### src/rtl/branch_predictor_pkg.sv
// Shared types, geometry and address helpers for the branch target buffer.
// Table geometry lives here so the IF next-PC mux splits addresses the same way.
package branch_predictor_pkg;

    localparam int unsigned XLEN    = 32;
    localparam int unsigned ENTRIES = 16;
    localparam int unsigned CTR_W   = 2;
    localparam int unsigned IDX_W   = $clog2(ENTRIES);
    localparam int unsigned TAG_W   = XLEN - IDX_W - 2;

    // Weakly not-taken after reset, weakly taken on allocation.
    localparam logic [CTR_W-1:0] CTR_RESET = CTR_W'((1 << (CTR_W - 1)) - 1);
    localparam logic [CTR_W-1:0] CTR_ALLOC = CTR_W'(1 << (CTR_W - 1));

    typedef struct packed {
        logic             valid;
        logic [TAG_W-1:0] tag;
        logic [XLEN-1:0]  target;
        logic [CTR_W-1:0] ctr;
    } bp_entry_t;

    typedef struct packed {
        logic [TAG_W-1:0] tag;
        logic [IDX_W-1:0] idx;
    } bp_addr_t;

    // Instructions are word aligned, so pc[1:0] carries no information.
    function automatic bp_addr_t bp_split(input logic [XLEN-1:0] pc);
        bp_addr_t a;
        logic     unused_lsb;
        unused_lsb = ^pc[1:0];
        a.idx      = pc[IDX_W+1:2];
        a.tag      = pc[XLEN-1:IDX_W+2];
        return a;
    endfunction

endpackage

### src/rtl/branch_predictor_if.sv
// IF lookup, ID training and performance-count signals of the branch predictor.
interface branch_predictor_if
    import branch_predictor_pkg::*;
#(
    parameter int unsigned PERF_W = 32
) ();

    logic [XLEN-1:0]   pc_i;
    logic              hit_o;
    logic              pred_taken_o;
    logic [XLEN-1:0]   pred_target_o;
    logic              upd_valid_i;
    logic [XLEN-1:0]   upd_pc_i;
    logic              upd_taken_i;
    logic [XLEN-1:0]   upd_target_i;
    logic              upd_mispred_o;
    logic [PERF_W-1:0] perf_branches_o;
    logic [PERF_W-1:0] perf_mispred_o;

    modport master (
        output pc_i, upd_valid_i, upd_pc_i, upd_taken_i, upd_target_i,
        input  hit_o, pred_taken_o, pred_target_o, upd_mispred_o,
        input  perf_branches_o, perf_mispred_o
    );

    modport slave (
        input  pc_i, upd_valid_i, upd_pc_i, upd_taken_i, upd_target_i,
        output hit_o, pred_taken_o, pred_target_o, upd_mispred_o,
        output perf_branches_o, perf_mispred_o
    );

endinterface

### src/rtl/branch_predictor_sat_counter.sv
// Up/down saturating counter next-state logic, shared by all table entries.
module branch_predictor_sat_counter #(
    parameter int unsigned CTR_W = 2
) (
    input  logic [CTR_W-1:0] ctr_i,
    input  logic             inc_i,
    output logic [CTR_W-1:0] ctr_o
);

    localparam logic [CTR_W-1:0] CtrMax = '1;

    always_comb begin
        ctr_o = ctr_i;
        if (inc_i) begin
            if (ctr_i != CtrMax) ctr_o = ctr_i + CTR_W'(1);
        end else if (ctr_i != '0) begin
            ctr_o = ctr_i - CTR_W'(1);
        end
    end

endmodule

### src/rtl/branch_predictor.sv
// Direct-mapped BTB with per-entry direction counters: combinational IF lookup,
// trained from ID resolution, with wrap-around branch/mispredict counters.
module branch_predictor
    import branch_predictor_pkg::*;
#(
    parameter int unsigned PERF_W = 32
) (
    input logic               clk_i,
    input logic               rst_i,
    branch_predictor_if.slave bp
);

    // Valid and counter bits are reset; tag and target storage is not.
    logic             valid_q  [ENTRIES];
    logic [CTR_W-1:0] ctr_q    [ENTRIES];
    logic [TAG_W-1:0] tag_q    [ENTRIES];
    logic [XLEN-1:0]  target_q [ENTRIES];

    logic              mispred_q;
    logic [PERF_W-1:0] perf_branches_q;
    logic [PERF_W-1:0] perf_mispred_q;

    bp_addr_t   lk_addr;
    bp_addr_t   up_addr;
    bp_entry_t  lk_entry;
    bp_entry_t  up_entry;
    logic       lk_hit;
    logic       up_hit;
    logic       up_pred;
    logic       up_mispred;
    logic [CTR_W-1:0] up_ctr_next;

    always_comb begin
        lk_addr  = bp_split(bp.pc_i);
        up_addr  = bp_split(bp.upd_pc_i);
        lk_entry = '{valid:  valid_q[lk_addr.idx],
                     tag:    tag_q[lk_addr.idx],
                     target: target_q[lk_addr.idx],
                     ctr:    ctr_q[lk_addr.idx]};
        up_entry = '{valid:  valid_q[up_addr.idx],
                     tag:    tag_q[up_addr.idx],
                     target: target_q[up_addr.idx],
                     ctr:    ctr_q[up_addr.idx]};
    end

    assign lk_hit = lk_entry.valid && (lk_entry.tag == lk_addr.tag);
    assign up_hit = up_entry.valid && (up_entry.tag == up_addr.tag);

    assign bp.hit_o         = lk_hit;
    assign bp.pred_taken_o  = lk_hit && lk_entry.ctr[CTR_W-1];
    assign bp.pred_target_o = lk_hit ? lk_entry.target : '0;

    // A correct-direction taken prediction still counts as wrong if it went elsewhere.
    assign up_pred    = up_hit && up_entry.ctr[CTR_W-1];
    assign up_mispred = (up_pred != bp.upd_taken_i) ||
                        (up_pred && bp.upd_taken_i && (up_entry.target != bp.upd_target_i));

    branch_predictor_sat_counter #(
        .CTR_W (CTR_W)
    ) u_sat_counter (
        .ctr_i (up_entry.ctr),
        .inc_i (bp.upd_taken_i),
        .ctr_o (up_ctr_next)
    );

    always_ff @(posedge clk_i or posedge rst_i) begin
        if (rst_i) begin
            for (int unsigned i = 0; i < ENTRIES; i++) begin
                valid_q[i] <= 1'b0;
                ctr_q[i]   <= CTR_RESET;
            end
            mispred_q       <= 1'b0;
            perf_branches_q <= '0;
            perf_mispred_q  <= '0;
        end else begin
            mispred_q <= bp.upd_valid_i && up_mispred;
            if (bp.upd_valid_i) begin
                perf_branches_q <= perf_branches_q + PERF_W'(1);
                perf_mispred_q  <= perf_mispred_q + PERF_W'(up_mispred);
                if (up_hit) begin
                    ctr_q[up_addr.idx] <= up_ctr_next;
                end else if (bp.upd_taken_i) begin
                    valid_q[up_addr.idx] <= 1'b1;
                    ctr_q[up_addr.idx]   <= CTR_ALLOC;
                end
            end
        end
    end

    // Taken resolutions either refresh a hit or allocate over any occupant.
    always_ff @(posedge clk_i) begin
        if (bp.upd_valid_i && bp.upd_taken_i) begin
            tag_q[up_addr.idx]    <= up_addr.tag;
            target_q[up_addr.idx] <= bp.upd_target_i;
        end
    end

    assign bp.upd_mispred_o   = mispred_q;
    assign bp.perf_branches_o = perf_branches_q;
    assign bp.perf_mispred_o  = perf_mispred_q;

endmodule
### src/flat_wrapper.sv
// flat-port wrapper written by rule: the top's interface ports become plain ports
module branch_predictor_flat import branch_predictor_pkg::*;
#(
    parameter int unsigned PERF_W = 32
)
  (clk_i, rst_i, bp_pc_i, bp_upd_valid_i, bp_upd_pc_i, bp_upd_taken_i, bp_upd_target_i, bp_hit_o, bp_pred_taken_o, bp_pred_target_o, bp_upd_mispred_o, bp_perf_branches_o, bp_perf_mispred_o);
  branch_predictor_if #(.PERF_W(PERF_W)) bp_i ();
  input logic clk_i;
  input logic rst_i;
  input wire logic [$bits(bp_i.pc_i)-1:0] bp_pc_i;
  input wire logic [$bits(bp_i.upd_valid_i)-1:0] bp_upd_valid_i;
  input wire logic [$bits(bp_i.upd_pc_i)-1:0] bp_upd_pc_i;
  input wire logic [$bits(bp_i.upd_taken_i)-1:0] bp_upd_taken_i;
  input wire logic [$bits(bp_i.upd_target_i)-1:0] bp_upd_target_i;
  output wire logic [$bits(bp_i.hit_o)-1:0] bp_hit_o;
  output wire logic [$bits(bp_i.pred_taken_o)-1:0] bp_pred_taken_o;
  output wire logic [$bits(bp_i.pred_target_o)-1:0] bp_pred_target_o;
  output wire logic [$bits(bp_i.upd_mispred_o)-1:0] bp_upd_mispred_o;
  output wire logic [$bits(bp_i.perf_branches_o)-1:0] bp_perf_branches_o;
  output wire logic [$bits(bp_i.perf_mispred_o)-1:0] bp_perf_mispred_o;
  assign bp_i.pc_i = bp_pc_i;
  assign bp_i.upd_valid_i = bp_upd_valid_i;
  assign bp_i.upd_pc_i = bp_upd_pc_i;
  assign bp_i.upd_taken_i = bp_upd_taken_i;
  assign bp_i.upd_target_i = bp_upd_target_i;
  assign bp_hit_o = bp_i.hit_o;
  assign bp_pred_taken_o = bp_i.pred_taken_o;
  assign bp_pred_target_o = bp_i.pred_target_o;
  assign bp_upd_mispred_o = bp_i.upd_mispred_o;
  assign bp_perf_branches_o = bp_i.perf_branches_o;
  assign bp_perf_mispred_o = bp_i.perf_mispred_o;
  branch_predictor #(.PERF_W(PERF_W)) u_core (.clk_i(clk_i), .rst_i(rst_i), .bp(bp_i));
endmodule
### config.mk
export PLATFORM = sky130hd
export DESIGN_NAME = branch_predictor_flat
export DESIGN_NICKNAME = d
export VERILOG_FILES = /design/src/rtl/branch_predictor_pkg.sv /design/src/rtl/branch_predictor_if.sv /design/src/rtl/branch_predictor_sat_counter.sv /design/src/rtl/branch_predictor.sv /design/src/flat_wrapper.sv
export SDC_FILE = /design/constraint.sdc
export NUM_CORES = 1
export LEC_CHECK = 0
export BUFFER_PORTS_ARGS = -buffer_cell sky130_fd_sc_hd__buf_2
export CAP_MARGIN = 20
export CORE_MARGIN = 2
export CORE_UTILIZATION = 50
export CTS_BUF_LIST = sky130_fd_sc_hd__clkbuf_8
export CTS_CLUSTER_SIZE = 16
export DETAILED_ROUTE_END_ITERATION = 10
export GPL_TIMING_DRIVEN = 0
export PLACE_DENSITY = 0.71
export SYNTH_ARGS = -nofsm -noshare
export SYNTH_HDL_FRONTEND = slang
export SYNTH_SLANG_ARGS = --single-unit
export TNS_END_PERCENT = 1
### constraint.sdc
create_clock -name clk_i -period 15.1 [get_ports clk_i]
set_input_delay 3.02 -clock clk_i [delete_from_list [all_inputs] [get_ports clk_i]]
set_output_delay 3.02 -clock clk_i [all_outputs]
set_load 0.01 [all_outputs]
# Yosys cells after proc, flatten, opt, wreduce, memory -nomap -nowiden
# Memory sizes are Yosys's and may differ from the RTL's.
# Cells that the tools add are included.
# word_totals
register_bits	113
latchBits	0
ramBits	928
rom_bits	0
inputBits	100
out_inout_bits	99
word_cells	95
n_memories	2
# classes
add_sub_neg	4
mul	0
n_div	0
magnitude_cmp	3
n_eq_ne	5
shifts	0
muxes	25
n_bitwise	7
reduce_logical	14
# mem_list
name	words	width	rd	rd_ports_with_merged_regs	write_ports	line_no	rtl
u_core.target_q	16	32	2	0	1	branch_predictor.sv:17	logic [XLEN-1:0] target_q [ENTRIES];
u_core.tag_q	16	26	2	0	1	branch_predictor.sv:16	logic [TAG_W-1:0] tag_q [ENTRIES];
# op_table
operator	count
2-to-1 mux 32 bit	3
== test 26 bit	2
adder 32 x 1 -> 32 bit	1
adder 32 x 1 -> 32 bit, second input constant	1
bitwise mux 32 bit	1
!= test 32 bit	1
OR 16 bit	2
AND 16 bit	1
binary-select mux 2 bit (select 4 bit)	2
2-to-1 mux 2 bit	8
NOT 16 bit	1
greater-or-equal comparator 5 bit, second input constant	2
NOT 4 -> 5 bit	2
logical AND 1 bit	9
binary-select mux 1 bit (select 4 bit)	2
demux 2 bit (select 4 bit)	1
2-to-1 mux 1 bit	7
less-than comparator 5 x 1 -> 1 bit, second input constant	1
demux 1 bit (select 4 bit)	1
nonzero test 2 bit	2
AND reduction 3 bit	1
adder 2 x 1 -> 2 bit, second input constant	1
!= test 2 bit, second input constant	1
AND reduction 2 bit	1
other kinds (4)	4

# Longest topological paths before layout
# logic_depth
word_depth	10
depth_mapped	27
depth_no_buf	20

# By module
# A second synthesis with hierarchy kept.
# unflattened
cells_unflattened	2502
area_unflattened_um2	49322.3
# by_module_without_submodules
mod	instances	cells_per_inst	area_per_inst_um2
branch_predictor	1	2499	49296.0
branch_predictor_sat_counter	1	3	26.3

# Worst setup path before layout
# Ideal clock, no wire load.
# synth_timing
path_kind	input port to output port
start	input port bp_pc_i[2]
end	output port bp_pred_target_o[10]
arrival_time_ps	6003
setup_slack_ps	6077
stages	10
path_cell_list	clkbuf_1 -> buf_2 -> buf_1 -> mux4_2 -> mux4_2 -> xor2_1 -> nor4_1 -> nand4_1 -> clkbuf_1 -> nor2b_1
# synth_between
elab_chain_cells	6
word_cells_on_any_way	9
classes_between	1 x eq/ne; 4 x mux; 1 x bitwise; 1 x reduce/logical; 2 x memory
# synth_lines
element	line_no	rtl
start, declared	flat_wrapper.sv:10	input wire logic [$bits(bp_i.pc_i)-1:0] bp_pc_i;
parallel branches: the longest is 5 deep, another holds memory (16 x 26 bit)	--	
2-to-1 mux 32 bit (*)	branch_predictor.sv:51	assign bp.pred_target_o = lk_hit ? lk_entry.target : '0;
end, declared	flat_wrapper.sv:17	output wire logic [$bits(bp_i.pred_target_o)-1:0] bp_pred_target_o;
# Every way passes the cells marked *. The select of a mux whose other input is x is not followed.

# Worst setup path after layout
# layout_timing
start	input port bp_pc_i[4]
end	output port bp_pred_target_o[11]
# Same word-level chain as after synthesis.

==> results.ini <==
[status]
status = finished clean

[global_route]
antenna_found_initial = 18
grt_pass1_vias = 30448
grt_pass1_wl_um = 218800
grt_max_degree = 61
track_usage_pct = 31.51
overflow = 0

[power_and_ir_drop]
peakVddDrop_mv = 0.08963
p_leak_nw = 18.96
power.density_nw_per_um2 = 112.4

[finish]
final_common_cell = edfxtp_1
final_cells = 4305
final_cell_mix = edfxtp_1 (928), mux4_2 (552), buf_2 (246)
finish.net_count = 2983
nFillCells = 7080
syn_to_final_growth_pct = 13.81
layout-drive-gt1-share_pct = 37.67
design_area_um2 = 55640

[place]
dp_hpwl_um = 99980
placed_area_um2 = 52400
port_buffers = 187
placedCellCount = 3977
dpl_worst_slack_ns = 3.250
gp_congestion = 0.9134

[clocking]
root_buffer = clkbuf_8
hold_buffers = 0
clock-sinks = 1041
cts_tree = yes
post-cts-setup-buffers = 0
cts.repair.resized = 0
clk_pin_slew_ns = 0.06
cts_buffer_depth = 3
numCtsBuffers = 170
cts_max_level = 4
clock_latency_ns = 0.86

[logic_synthesis]
synth_edf_count = 928
synth.net_count = 2573
netlist_instances = 2468
synth.avg_cell_area_um2 = 19.81
yosysUniqueCellTypes = 57
synthArstFlopShare_pct = 10.85
yosys_warnings = 0
ys_ff_latch = 1041
syn_area_um2 = 48890
ys.flop_type = edfxtp_1
ys_seq_area_share_pct = 62.82

[worst_setup_path]
max_stage_delay_ns = 1.03
critPathCaptureType = primary output
path_buf_inv = 5
worst-r2r-cell-count = 22
rrSetupSlack_ns = 8.25
r2r_start = u_core.tag_q[1][18]
rr_endpoint = u_core.bp.perf_mispred_o[31]
cp_slowest_cell = nand4_1
cp.required_ns = 12.08
cp-start-kind = input port
worstPathArrival_ns = 8.92
worstPathMaxFanout = 10
crit_type = input port to primary output
crit_chain = clkbuf_1 -> buf_1 -> buf_1 -> mux4_2 -> xnor2_1 -> nand4_1 -> nor2_1 -> nand4_1 -> clkbuf_1 -> nor2b_1 -> buf_2
critical_path.top_delay_family = buffers and inverters

[sta]
setup_violations = 0
period_share_pct = 79.08
tightestPinTransition_ns = 1.276
fin_ws_ns = 3.159
hold_violations = 0
skew_ns = 0.04206
report.final.slew_viol_count = 0
fmax_ghz = 0.08374
fin_crit_ns = 11.94
maxSlewHeadroom_pct = 14.91
rsz0062_at_grt = no
holdWs_ns = 0.4821
setup-tns-final_ns = 0

[min_path]
worstHoldPathType = register to register
worstHoldStart = u_core.bp.perf_mispred_o[31]
whs_path_depth = 1
holdPathEnd = u_core.bp.perf_mispred_o[31]

[floorplanning]
core_um2 = 96850
ios = 199
start_util_pct = 50.48
fp-row-count = 114
die_h_um = 316.7
die_w_um = 316.7
dieArea_um2 = 100300

[drt]
num_vias = 29725
vias_per_cell = 6.905
totalWireLength_um = 156900
wl_per_cell_um = 36.44
drc = 0
first_pass_iters = 7
drtAntennaViolNets = 0
drt-initial-drc-count = 4868

[run]
maxCapViolCount = 0

-- synth_stat cells (12+ instances only) --
library cell,n,area [um^2]
buf_4,14,105.1
edfxtp_1,928,27870
mux2i_1,100,1001
xor2_1,38,332.8
mux4_2,552,12430
dfrtp_1,97,2427
mux2_2,18,202.7
dfstp_2,16,420.4
xnor2_1,113,989.7
a21oi_1,12,60.06
clkbuf_1,56,210.2
inv_1,31,116.4
and3_1,14,87.58
nand2_1,79,296.5
buf_2,58,290.3
nand3_1,43,215.2
nand4_1,28,175.2
nor2b_1,40,250.2
buf_1,29,108.9
nor3_1,13,65.06
nor2_1,56,210.2
o21bai_1,13,97.59
-- worst max path at each step --
stage                        start                endpoint  slack, ns  cells after the start
floorplan               bp_pc_i[2]    bp_pred_target_o[10]       6.08                     10
global placement    bp_upd_pc_i[4]  u_core.target_q[3][27]       1.63                      7
detailed placement      bp_pc_i[4]    bp_pred_target_o[11]       3.25                     11
CTS                     bp_pc_i[2]    bp_pred_target_o[11]       3.24                     12
global route            bp_pc_i[4]    bp_pred_target_o[11]       2.98                     11
finish                  bp_pc_i[4]    bp_pred_target_o[11]       3.16                     11
-- power breakdown --
part           internal, W  switching, W
sequential         0.00320     0.0000508
clock              0.00116       0.00117
combinational     0.000297      0.000378
total              0.00466       0.00160
-- flip-flops by register name, indices dropped and copies added, names as in the netlist --
signal and cells:
u_core.bp.perf_mispred_o 32, u_core.valid_q 16, u_core.target_q 512, u_core.ctr_q 32, u_core.bp.upd_mispred_o 1, u_core.tag_q 416
u_core.bp.perf_branches_o 32
-- area by class of cell --
cell class	count	area (um^2)	area share, %
antenna	8	20.02	0.03598
timing repair buffer	238	1919	3.449
sequential	1041	30710	55.20
buffer	160	752.0	1.351
multi-input combinational	1235	17330	31.14
clock inverter	135	679.4	1.221
clock buffer	180	2477	4.452
inverter	32	155.1	0.2788
tap	1276	1597	2.869
-- metrics by stage --
stage / power (W) / utilization, %
after global routing: 0.006425 / 57.44
after floorplan: 0.003703 / -
final: 0.006255 / 57.45
after CTS: 0.006262 / 57.36
after detailed placement: 0.003977 / 54.10
after global placement: 0.003944 / 53.09
-- per-layer routing --
layer / up-vias / track usage (%) / routed length (um)
met3: 470 / 8.021 / 18760
met4: 12 / 15.38 / 8264
li1: 11345 / - / -
met1: 15452 / 40.51 / 54130
met2: 2446 / 50.54 / 75660
met5: - / 0 / 66
-- logic make-up after synthesis --
| family | share of synthesized area [%] |
|---|---|
| buf+inv | 1.776 |
| flops | 62.82 |
| simple gates | 3.127 |
| xor+xnor | 2.705 |
| mux | 27.89 |
| fa+ha+maj | 0.1894 |
| compound gates | 1.487 |
No activity file was read; power rests on OpenSTA's default activity.
